==> src/rtl/conv_8x32_pkg.sv <==
// Shared definitions for the conv_8x32 match controller.
//   DEF_DATA_WIDTH : default element/key width
//   DEF_NUM_ELEM   : default number of buffer entries scanned per run
//   state_e        : scan sequencer states
package conv_8x32_pkg;

  localparam int DEF_DATA_WIDTH = 8;
  localparam int DEF_NUM_ELEM   = 32;

  typedef enum logic [1:0] {
    IDLE  = 2'd0,
    RUN   = 2'd1,
    DRAIN = 2'd2
  } state_e;

endpackage

==> src/rtl/conv_8x32_match_ctrl_comp_eq.sv <==
// Equality comparator shared by every entry of a scan.
//   a_i  : buffer element
//   b_i  : latched search key
//   eq_o : 1 when a_i equals b_i
module conv_8x32_comp_eq #(
  parameter int DATA_WIDTH = 8
) (
  input  logic [DATA_WIDTH-1:0] a_i,
  input  logic [DATA_WIDTH-1:0] b_i,
  output logic                  eq_o
);

  assign eq_o = (a_i == b_i);

endmodule

==> src/rtl/conv_8x32_match_ctrl.sv <==
// Scan sequencer: walks a NUM_ELEM-entry buffer through a synchronous-read
// port, compares every element against a latched key with one shared
// comparator, and reports a match bitmap, match count and first match index.
//
// Ports:
//   clk, rst_n        : clock, asynchronous active-low reset
//   start, abort      : launch a scan (IDLE only) / cancel a running scan
//   key               : search key, latched on an accepted start
//   rd_en, rd_addr    : buffer read request (data returns one cycle later)
//   rd_data           : buffer read data
//   busy, done        : scan in progress / one-cycle completion pulse
//   result_valid      : results valid until the next accepted start
//   match_map, match_cnt, found, first_idx : scan results
//
// Optional build macro CONV_MATCH_EARLY_STOP_EN: stop the scan at the first
// match instead of always scanning the whole buffer.
module conv_8x32_match_ctrl
  import conv_8x32_pkg::*;
#(
  parameter  int DATA_WIDTH = DEF_DATA_WIDTH,
  parameter  int NUM_ELEM   = DEF_NUM_ELEM,
  localparam int ADDR_WIDTH = $clog2(NUM_ELEM),
  localparam int CNT_WIDTH  = $clog2(NUM_ELEM + 1)
) (
  input  logic                  clk,
  input  logic                  rst_n,
  input  logic                  start,
  input  logic                  abort,
  input  logic [DATA_WIDTH-1:0] key,
  output logic [ADDR_WIDTH-1:0] rd_addr,
  output logic                  rd_en,
  input  logic [DATA_WIDTH-1:0] rd_data,
  output logic                  busy,
  output logic                  done,
  output logic                  result_valid,
  output logic [NUM_ELEM-1:0]   match_map,
  output logic [CNT_WIDTH-1:0]  match_cnt,
  output logic                  found,
  output logic [ADDR_WIDTH-1:0] first_idx
);

  localparam logic [ADDR_WIDTH-1:0] LAST_ADDR = ADDR_WIDTH'(NUM_ELEM - 1);

  state_e                  state_q, state_d;
  logic [DATA_WIDTH-1:0]   key_q, key_d;
  logic [ADDR_WIDTH-1:0]   addr_q, addr_d;
  // pend_q/pend_idx_q tag the read whose data is on rd_data this cycle
  logic                    pend_q, pend_d;
  logic [ADDR_WIDTH-1:0]   pend_idx_q, pend_idx_d;
  logic [NUM_ELEM-1:0]     map_q, map_d;
  logic [CNT_WIDTH-1:0]    cnt_q, cnt_d;
  logic                    found_q, found_d;
  logic [ADDR_WIDTH-1:0]   first_q, first_d;
  logic                    done_q, done_d;
  logic                    rv_q, rv_d;
  logic                    eq_s;
  logic                    hit_s;
  logic                    start_ok_s;

  conv_8x32_comp_eq #(.DATA_WIDTH(DATA_WIDTH)) u_comp_eq (
    .a_i  (rd_data),
    .b_i  (key_q),
    .eq_o (eq_s)
  );

  assign hit_s = pend_q & eq_s;
  // A start in the done cycle is dropped so the result pulse is never masked.
  assign start_ok_s = start & ~abort & ~done_q;

  // Next-state, address sequencing and result accumulation.
  always_comb begin
    state_d    = state_q;
    key_d      = key_q;
    addr_d     = addr_q;
    pend_d     = 1'b0;
    pend_idx_d = pend_idx_q;
    map_d      = map_q;
    cnt_d      = cnt_q;
    found_d    = found_q;
    first_d    = first_q;
    done_d     = 1'b0;
    rv_d       = rv_q;

    case (state_q)
      IDLE: begin
        if (start_ok_s) begin
          state_d = RUN;
          key_d   = key;
          addr_d  = '0;
          map_d   = '0;
          cnt_d   = '0;
          found_d = 1'b0;
          first_d = '0;
          rv_d    = 1'b0;
        end else begin
          state_d = IDLE;
        end
      end
      RUN: begin
        pend_d     = 1'b1;
        pend_idx_d = addr_q;
        if (addr_q == LAST_ADDR) begin
          state_d = DRAIN;
        end else begin
          addr_d = addr_q + ADDR_WIDTH'(1);
        end
      end
      DRAIN: begin
        state_d = IDLE;
        done_d  = 1'b1;
        rv_d    = 1'b1;
      end
      default: begin
        state_d = IDLE;
      end
    endcase

    if (hit_s) begin
      map_d[pend_idx_q] = 1'b1;
      cnt_d             = cnt_q + CNT_WIDTH'(1);
      if (!found_q) begin
        found_d = 1'b1;
        first_d = pend_idx_q;
      end else begin
        found_d = found_q;
      end
`ifdef CONV_MATCH_EARLY_STOP_EN
      // Finish at the first hit; the read issued this cycle is dropped.
      state_d = IDLE;
      done_d  = 1'b1;
      rv_d    = 1'b1;
      pend_d  = 1'b0;
`endif
    end else begin
      cnt_d = cnt_d;
    end

    if (abort && (state_q != IDLE)) begin
      state_d = IDLE;
      done_d  = 1'b0;
      rv_d    = 1'b0;
      pend_d  = 1'b0;
    end else begin
      rv_d = rv_d;
    end

    // Address parks at zero whenever no read is being issued.
    if (state_d != RUN) begin
      addr_d = '0;
    end else begin
      addr_d = addr_d;
    end
  end

  // State and result registers.
  always_ff @(posedge clk or negedge rst_n) begin
    if (!rst_n) begin
      state_q    <= IDLE;
      key_q      <= '0;
      addr_q     <= '0;
      pend_q     <= 1'b0;
      pend_idx_q <= '0;
      map_q      <= '0;
      cnt_q      <= '0;
      found_q    <= 1'b0;
      first_q    <= '0;
      done_q     <= 1'b0;
      rv_q       <= 1'b0;
    end else begin
      state_q    <= state_d;
      key_q      <= key_d;
      addr_q     <= addr_d;
      pend_q     <= pend_d;
      pend_idx_q <= pend_idx_d;
      map_q      <= map_d;
      cnt_q      <= cnt_d;
      found_q    <= found_d;
      first_q    <= first_d;
      done_q     <= done_d;
      rv_q       <= rv_d;
    end
  end

  assign rd_en        = (state_q == RUN);
  assign rd_addr      = addr_q;
  assign busy         = (state_q != IDLE);
  assign done         = done_q;
  assign result_valid = rv_q;
  assign match_map    = map_q;
  assign match_cnt    = cnt_q;
  assign found        = found_q;
  assign first_idx    = first_q;

endmodule

==> config.mk <==
export PLATFORM = sky130hd
export DESIGN_NAME = conv_8x32_match_ctrl
export DESIGN_NICKNAME = d
export VERILOG_FILES = /design/src/rtl/conv_8x32_pkg.sv /design/src/rtl/conv_8x32_match_ctrl_comp_eq.sv /design/src/rtl/conv_8x32_match_ctrl.sv
export SDC_FILE = /design/constraint.sdc
export NUM_CORES = 1
export LEC_CHECK = 0
export CAP_MARGIN = 20
export CELL_PAD_IN_SITES_DETAIL_PLACEMENT = 1
export CELL_PAD_IN_SITES_GLOBAL_PLACEMENT = 1
export CORE_MARGIN = 8
export CORE_UTILIZATION = 34
export CTS_CLUSTER_SIZE = 24
export DETAILED_ROUTE_END_ITERATION = 10
export PLACE_DENSITY_LB_ADDON = 0.1
export SLEW_MARGIN = 10
export SYNTH_ARGS = -nofsm -noshare
export SYNTH_HDL_FRONTEND = slang
export SYNTH_SLANG_ARGS = --single-unit
==> constraint.sdc <==
create_clock -name clk -period 1.5 [get_ports clk]
set_input_delay 0.225 -clock clk [delete_from_list [all_inputs] [get_ports clk]]
set_output_delay 0.225 -clock clk [all_outputs]
set_load 0.005 [all_outputs]
---- Yosys cells after proc, flatten, opt, wreduce, memory -nomap -nowiden ----
Index checks and enable logic that the tools add are counted.
word-level totals
  register bits ........................... 67
  input bits .............................. 20
  output and inout bits ................... 53
  word-level logic and storage cells ...... 70
operators by class
  $add $sub $neg .......................... 2
  order comparisons ....................... 2
  equal/unequal tests ..................... 8
  muxes and demuxes ....................... 29
  bitwise logic cells ..................... 6
  reduce and logical (&&, ||, !) cells .... 12
operator list
  kind                                                                count
  two-way mux 32 bit                                                  3
  two-way mux 5 bit                                                   7
  bitwise OR 32 bit                                                   1
  two-way mux 6 bit                                                   3
  two-way mux 1 bit                                                   10
  one-hot mux 5 bit (2 select lines)                                  1
  == test 8 bit                                                       1
  adder 6 x 1 -> 6 bit (second input constant)                        1
  less-than comparator 5 x 6 -> 1 bit (second input constant)         1
  inequality test 3 bit (second input constant)                       2
  AND reduction 2 bit                                                 3
  nonzero test 2 bit                                                  3
  nonzero test 3 bit                                                  2
  adder 5 x 1 -> 5 bit (second input constant)                        1
  demux 1 bit (select 5 bit)                                          1
  == test 5 bit (second input constant)                               1
  greater-or-equal comparator 5 x 1 -> 1 bit (second input constant)  1
  two-way mux 2 bit                                                   2
  one-hot mux 2 bit (2 select lines)                                  1
  bitwise AND 1 bit                                                   3
  inequality test 3 x 2 -> 1 bit (second input constant)              1
  AND reduction 3 bit                                                 1
  == test 2 x 1 -> 1 bit (second input constant)                      1
  == test 2 bit (second input constant)                               1
  other kinds (5)                                                     7

---- Depth between registers and ports, before layout ----
Gate-level depths: netlist of the first run.
  depth in word-level cells ............... 9
  depth in mapped cells ................... 6
  mapped depth without buffers ............ 5

---- By module ----
A second synthesis of the first run with hierarchy kept.
second synthesis, totals
  cells, all modules ...................... 243
  area total of the unflattened synthesis .. 2867.8 um^2
by module, submodules not included
  module                times used  cells an instance  area each (um^2)  sequential area each (um^2)
  conv_8x32_match_ctrl  1           232                2781.4            1676.6
  conv_8x32_comp_eq     1           11                 86.3              0.0

---- Worst setup path before layout of the first run ----
No wires, ideal clock.
  path type ............................... register to register
  start ................................... register state_q[0]
  end ..................................... register key_q[0]
  setup time .............................. 0.125 ns
  arrival ................................. 1.490 ns
  data required time ...................... 1.375 ns
  setup slack ............................. -0.115 ns
  stages on the path, launching flop included .. 5
  buffers on the path ..................... 2
  period minus slack after synthesis ...... 1.615 ns
  cell sequence ........................... dfrtp_1 > or4_1 > buf_2 > buf_2 > mux2_2
on the way
  cells in the longest elaborated chain, start to end .. 2
ends and longest elaborated chain
  element                        RTL line                     RTL
  start, declared                conv_8x32_match_ctrl.sv:44   state_e state_q, state_d;
  start signal, assigned         conv_8x32_match_ctrl.sv:170  state_q <= state_d;
  logical NOT 2 bit              conv_8x32_match_ctrl.sv:84   case (state_q)
  AND reduction 2 bit (no line)  --
  end signal, assigned           conv_8x32_match_ctrl.sv:171  key_q <= key_d;
  end, declared                  conv_8x32_match_ctrl.sv:45   logic [DATA_WIDTH-1:0] key_q, key_d;
No other way between the ends.
A chain may end at the register's enable or synchronous reset.

---- Final worst setup path of the first run ----
  start ................................... register done_q, in the netlist done
  end ..................................... register map_q[8], in the netlist match_map[8]
on the way
  cells in the longest elaborated chain, start to end .. 6
ends and longest elaborated chain
  element                      RTL line                     RTL
  start, declared              conv_8x32_match_ctrl.sv:54   logic done_q, done_d;
  start signal, assigned       conv_8x32_match_ctrl.sv:179  done_q <= done_d;
  NOT 1 bit *                  conv_8x32_match_ctrl.sv:68   assign start_ok_s = start & ~abort & ~done_q;
  bitwise AND 1 bit *          conv_8x32_match_ctrl.sv:68
  two-way mux 32 bit *         conv_8x32_match_ctrl.sv:86   if (start_ok_s) begin
  two-way mux 32 bit *         conv_8x32_match_ctrl.sv:84
  bitwise OR 32 bit (no line)  --
  two-way mux 32 bit *         conv_8x32_match_ctrl.sv:118  if (hit_s) begin
  net map_d[8]                 conv_8x32_match_ctrl.sv:50   logic [NUM_ELEM-1:0] map_q, map_d;
  end signal, assigned         conv_8x32_match_ctrl.sv:175  map_q <= map_d;
  end, declared                conv_8x32_match_ctrl.sv:50
The timed path passes the listed nets; every way through them passes the cells marked *.

==> results.md, run 1 <==
- Status: finished with violations
- Failing checks: setup timing
- Worst Path Arrival: between 1.5 and 2 ns
- Max_slew headroom: 44.8%
- Largest net degree at the start of global routing: 24
- Synth area leader: dfrtp_1
- Measured slew at the worst slew-check pin: 0.827 ns
- Crit path kind: register to register
- Clock Skew: roughly 0.016 ns
- Total die area: between 10000 and 15000 sq um
- Initial cell density of the core: 34.7%
- Detailed-route DRC error count: 0
- Initial antenna violation count: 0
- Post-synthesis cell area: 2820 sq um
- Routed WL: 8850 um
- Static leakage: roughly 2.4 nW
- Post-synth top area share: 59.4%
- Max incr delay on CP: 0.52 ns
- Synth Register Bits: 67
- Final cell count without fillers: 492
- Layout cells sized above 1: between 30% and 40%
- Post-place setup slack: -0.618 ns
- I/O pin total: between 70 and 80
- Final core utilization: a little under three fifths
- Nets: just over 400
- Setup TNS: -6.77 ns
- Netlist cell types: 39
- Num CTS Buffers: 9
- Vias in the first global route: 2682
- Routed vias/inst: approximately 5
- Worst Setup Start Kind: register
- CTS tree: built
- Final setup vio count: between 50 and 60
- CP top delay family: simple AND/OR/NAND/NOR gates
- H-Tree Depth: 3
- Worst setup EP type: register
- Die Wd: between 100 and 150 um
- FF-to-FF Start: done
- CTS max path bufs: 2
- Total GRT Usage: between 10% and 20%
- RSZ-0062 raised after global routing: true
- Critical Path RT: around 1.7 ns
- Peak VDD IR: about 0.00063 V
- Slew Limit Fails: 0
- RePlAce Congestion: 0.756
- Final HPWL DP: about 6000 um
- Area grow syn2layout: 64.6%
- DRT iter0 DRCs: 63
- Ys Warns: 0
- Syn nets: roughly 280
- Ranking of synthesized cells by area: dfrtp_1 59%, nand2_1 6.1%, a22o_1 5.3%
- Routed Antenna Nets: 0
- Final Worst Setup Slack: -0.174 ns
- Fin. Hold Viols: 0
- Critical Path Source: done
- DR vias: ~2400
- Max stage delay cell, worst path: or4_4
- CTS sink count: 67
- # port buffers: 72
- Routed len/inst: 18.0 um
- Bufs and invs on worst path: 1
- Post-layout min period: 1.67 ns
- Row count: 33
- Worst-skew pair later-pin latency: between 0.3 and 0.4 ns
- Max Cap Violations: 0
- N_diodes: 0
- 1st-pass router iterations: 4
- Cell Pwr Density: between 900 and 1000 nW/um^2
- Total core area: roughly 8100 sq um
- Mapped Cells: 253
- Register area share after synthesis: between 50% and 60%
- Crit path cell chain: nand2b_4 -> or4_4 -> buf_4 -> a22o_1
- First-pass GRT wire length: 13900 um
- Achievable frequency: about 600 MHz
- CP Max Fanout: 20
- Hold Path Class: primary input to async pin
- Commonest non-fill, non-tap cell in the layout: dfrtp_1
- Pwr Total: about 0.0042 W
- Remaining Overflow, GRT: 0
- Worst-path clk slew: around 0.08 ns
- Clock Root Buffer: clkbuf_8
- Die Ht: 107 um
- Final cycle utilization of the critical path: 112%
- Commonest non-fill, non-tap cells in the layout: 66 x dfrtp_1, 49 x clkdlybuf4s50_1, 42 x nand2_1, 42 x buf_4, 17 x a22o_1
- Avg Cell Area, Syn: about 11 sq um
- Placed Cells: around 450
cells in the mapped netlist, drive strengths merged:
cell type	n
mux2	9
nor2	15
and4	1
a211o	2
nand3	10
or2	1
and3	2
a22oi	2
inv	10
dfrtp	67
buf	4
nor3b	3
nand2	46
nand3b	1
or4	1
o2111a	1
and2	2
mux2i	5
clkbuf	6
o31a	1
or2b	1
a222oi	1
a22o	17
xor2	5
ha	3
a21oi	3
nand2b	3
o21bai	1
nand4	1
o22ai	1
nor3	6
xnor2	3
o21ai	19
where the power goes:
group	total (W)	switching, W	internal (W)
Sequential	0.00193	0.0000550	0.00187
Combinational	0.000553	0.000285	0.000268
Clock	0.00170	0.000723	0.000981
Total	0.00419	0.00106	0.00312
layout make-up:
type,instances,area (sq um)
fillers,882,3490
flip-flops and latches,67,1680
multi-input cells,166,1310
repair buffers,128,1260
clock buffers,10,138
well taps,105,131
clock inverters,6,88.8
inverters,10,37.5
stage by stage:
step	area [sq um]	hold WS, ns
floorplan	2870	-0.0706
global route	4640	0.342
global placement	3870	0.152
CTS	4350	0.314
finish	4640	0.326
detailed placement	3870	0.155
flip-flops by register name, indices dropped and copies added, names as in the netlist:
signal        flops
key_q             8
state_q           2
done              1
match_map        32
found             1
pend_idx_q        5
result_valid      1
match_cnt         6
rd_addr           5
pend_q            1
first_idx         5
cells by family (layout without fill, tap and decap cells):
group | after synthesis | after routing | synth area share, %
and+or+nand+nor | 93 | 93 | 16.5
DFF | 67 | 67 | 59.4
AOI/OAI and AO/OA | 48 | 48 | 11.9
buffers and inverters | 20 | 154 | 3.06
muxes | 14 | 14 | 5.37
xor gates and xnor gates | 8 | 8 | 2.48
adders and majority gates | 3 | 3 | 1.33
worst register-to-register path, stage by stage, from the launching register on:
cell	delay (ns)
dfrtp_1	0.39
nand2b_4	0.15
or4_4	0.52
buf_4	0.26
a22o_1	0.25
path summary, 6_finish.rpt:
path                       cells past startpoint             to  slack [ns]
max in group asynchronous                      3   first_idx[1]        0.67
min reg2reg                                    2  match_map[19]        0.48
min                                            2   match_cnt[0]        0.33
min in group clk                               2  match_map[19]        0.48
max                                            4   match_map[8]       -0.17
max reg2reg                                    4   match_map[8]       -0.17
routing by layer:
metal  vias to the layer above  routed length, um  track usage (%)
li1                       1137                  -                -
met1                      1221               3620             17.6
met2                        53               4610             26.1
met3                         7                508             6.18
met4                         0                112             4.52
met5                         -                  0                0
timing repair:
item / CTS / global route
buffers inserted: 19 / 10
hold buffers: 1 / 0
pin swaps: 18 / 23
endpoints found under the setup margin: 75 / 77
gates resized for setup: 52 / 59
cloned: 0 / 1
endpoints found under the hold margin: 11 / 0
(Power assumes the default switching activity.)
==> run 2: changes to the inputs <==
--- a/config.mk
+++ b/config.mk
@@ -12,6 +12,7 @@
 export CORE_UTILIZATION = 34
 export CTS_CLUSTER_SIZE = 24
 export DETAILED_ROUTE_END_ITERATION = 10
+export MAX_ROUTING_LAYER = met4
 export PLACE_DENSITY_LB_ADDON = 0.1
 export SLEW_MARGIN = 10
 export SYNTH_ARGS = -nofsm -noshare
==> results.md, run 2 (synthesis results as in run 1) <==
- Cell Pwr Density: 902 nW/um^2 (about the same)
- Largest register FFs: 32 (unchanged)
- CP top delay family: compound AO/OA/AOI/OAI gates (was simple AND/OR/NAND/NOR gates)
- DRT iter0 DRCs: 64 (was 63)
- DR vias: 2421 (was 2418)
- Max stage delay cell, worst path: dfrtp_1 (was or4_4)
- First-pass GRT wire length: 13900 um (about the same)
- WHS: 0.322 ns (was 0.326 ns)
- Max incr delay on CP: 0.37 ns (was 0.52 ns)
- N_diodes: 0 (unchanged)
- Worst setup EP type: register (unchanged)
- Post-place setup slack: -0.618 ns (unchanged)
- Routed vias/inst: 4.92 (was 4.91)
- I/O pin total: 73 (unchanged)
- Largest net degree at the start of global routing: 24 (unchanged)
- Fin. Hold Viols: 0 (unchanged)
- Achievable frequency: 600 MHz (was 597 MHz)
- Failing checks: setup timing (unchanged)
- Crit path kind: register to register (unchanged)
- Max_slew headroom: 44.5% (was 44.8%)
- Total die area: 11500 sq um (unchanged)
- Total GRT Usage: 15.9% (was 15.5%)
- 1st-pass router iterations: 4 (unchanged)
- # port buffers: 72 (unchanged)
- CTS max path bufs: 2 (unchanged)
- Cell area after layout: 4640 sq um (unchanged)
- RePlAce Congestion: 0.766 (was 0.756)
- Hold Path Class: primary input to async pin (unchanged)
- Die Ht: 107 um (unchanged)
- Detailed-route DRC error count: 0 (unchanged)
- H-Tree Depth: 3 (unchanged)
- Peak VDD IR: 0.000626 V (was 0.000628 V)
- Final Worst Setup Slack: -0.166 ns (was -0.174 ns)
- Num CTS Buffers: 9 (unchanged)
- Critical Path RT: 1.74 ns (was 1.73 ns)
- Initial antenna violation count: 0 (unchanged)
- Cell Area, Placed: 3870 sq um (unchanged)
- Static leakage: 2.37 nW (unchanged)
- Worst Path Arrival: 1.90 ns (about the same)
- Crit path cell chain: inv_1 -> a222oi_1 -> buf_4 -> nand4_4 -> buf_6 -> and2_4 -> a211o_1 (was nand2b_4 -> or4_4 -> buf_4 -> a22o_1)
- Remaining Overflow, GRT: 0 (unchanged)
- Max Cap Violations: 0 (unchanged)
- Setup TNS: -6.63 ns (was -6.77 ns)
- Final cycle utilization of the critical path: 111% (was 112%)
- Final setup vio count: 51 (unchanged)
- Slew Limit Fails: 0 (unchanged)
- RSZ-0062 raised after global routing: true (unchanged)
- Area grow syn2layout: 64.6% (unchanged)
- Total core area: 8130 sq um (unchanged)
- Nets: 405 (unchanged)
- Filler cells: 882 (unchanged)
- Measured slew at the worst slew-check pin: 0.832 ns (was 0.827 ns)
- CTS tree: built (unchanged)
- Vias in the first global route: 2681 (was 2682)
- Commonest non-fill, non-tap cell in the layout: dfrtp_1 (unchanged)
- Worst Setup Start Kind: register (unchanged)
- Bufs and invs on worst path: 3 (was 1)
- Status: finished with violations (unchanged)
- Layout cells sized above 1: 34.1% (unchanged)
- Worst-skew pair later-pin latency: 0.35 ns (about the same)
- Final HPWL DP: 5870 um (unchanged)
- Clock Skew: 0.0149 ns (was 0.0158 ns)
- Post-layout min period: 1.67 ns (about the same)
- Routed Antenna Nets: 0 (unchanged)
- Final core utilization: 57.1% (unchanged)
- Routed WL: 8830 um (was 8850 um)
- CP Max Fanout: 4 (was 20)
- Clock Root Buffer: clkbuf_8 (unchanged)
- Initial cell density of the core: 34.7% (unchanged)
- Worst-path clk slew: 0.08 ns (about the same)
- Commonest non-fill, non-tap cells in the layout: 66 x dfrtp_1, 49 x clkdlybuf4s50_1, 42 x nand2_1, 42 x buf_4, 17 x a22o_1 (unchanged)
- Routed len/inst: 17.9 um (was 18.0 um)
- Row count: 33 (unchanged)
- CTS sink count: 67 (unchanged)
- Die Wd: 107 um (unchanged)
## run 2: stage by stage
step                total power [W]  std cells
floorplan                   0.00218        253
global placement            0.00242        447
detailed placement          0.00243        447
CTS                         0.00419        483
global route                0.00438        492
finish                      0.00419        492
## run 2: worst paths after layout
check                              start             to  slack (ns)  depth (start not counted)
min in group clk           match_map[19]  match_map[19]        0.48                          2
hold reg to reg            match_map[19]  match_map[19]        0.48                          2
hold / removal                     rst_n   match_cnt[0]        0.32                          2
setup reg to reg                key_q[1]   match_cnt[3]       -0.17                          7
max in group asynchronous          rst_n   first_idx[1]        0.68                          3
setup / recovery                key_q[1]   match_cnt[3]       -0.17                          7
## run 2: repair_timing
item	4_1_cts	5_1_grt
resized for setup	52	59
endpoints found under the hold margin	11	0
cloned	0	1
setup endpoints to repair	75	76
hold buffers	1	0
pin swaps	18	23
buffers inserted	19	10
## run 2: power breakdown
part	switching (W)	leakage (nW)	internal, W	total [W]
combinational	0.000284	1.35	0.000268	0.000552
sequential	0.0000550	0.913	0.00187	0.00193
clock	0.000725	0.108	0.000981	0.00171
total	0.00106	2.37	0.00312	0.00419
## run 2: final cells by class
cell class	instances	area, sq um	area share, %
Tap cell	105	131	2.83
Clock buffer	10	138	2.96
Multi-Input combinational cell	166	1310	28.1
Timing Repair Buffer	128	1260	27.2
Inverter	10	37.5	0.808
Clock inverter	6	88.8	1.91
Sequential cell	67	1680	36.1
## run 2: worst reg2reg max path: stages, from the launching register on
cell and delay [ns]:
dfrtp_1 0.37, inv_1 0.06, a222oi_1 0.33, buf_4 0.20, nand4_4 0.08, buf_6 0.15
and2_4 0.14, a211o_1 0.25
## run 2: metal layers
| metal | track usage, % | part of all wire [%] | vias to the layer above |
|---|---|---|---|
| li1 | - | - | 1139 |
| met1 | 17.8 | 40 | 1213 |
| met2 | 26.1 | 52 | 63 |
| met3 | 5.88 | 6.2 | 6 |
| met4 | 4.52 | 1.2 | 0 |
| met5 | - | 0 | - |
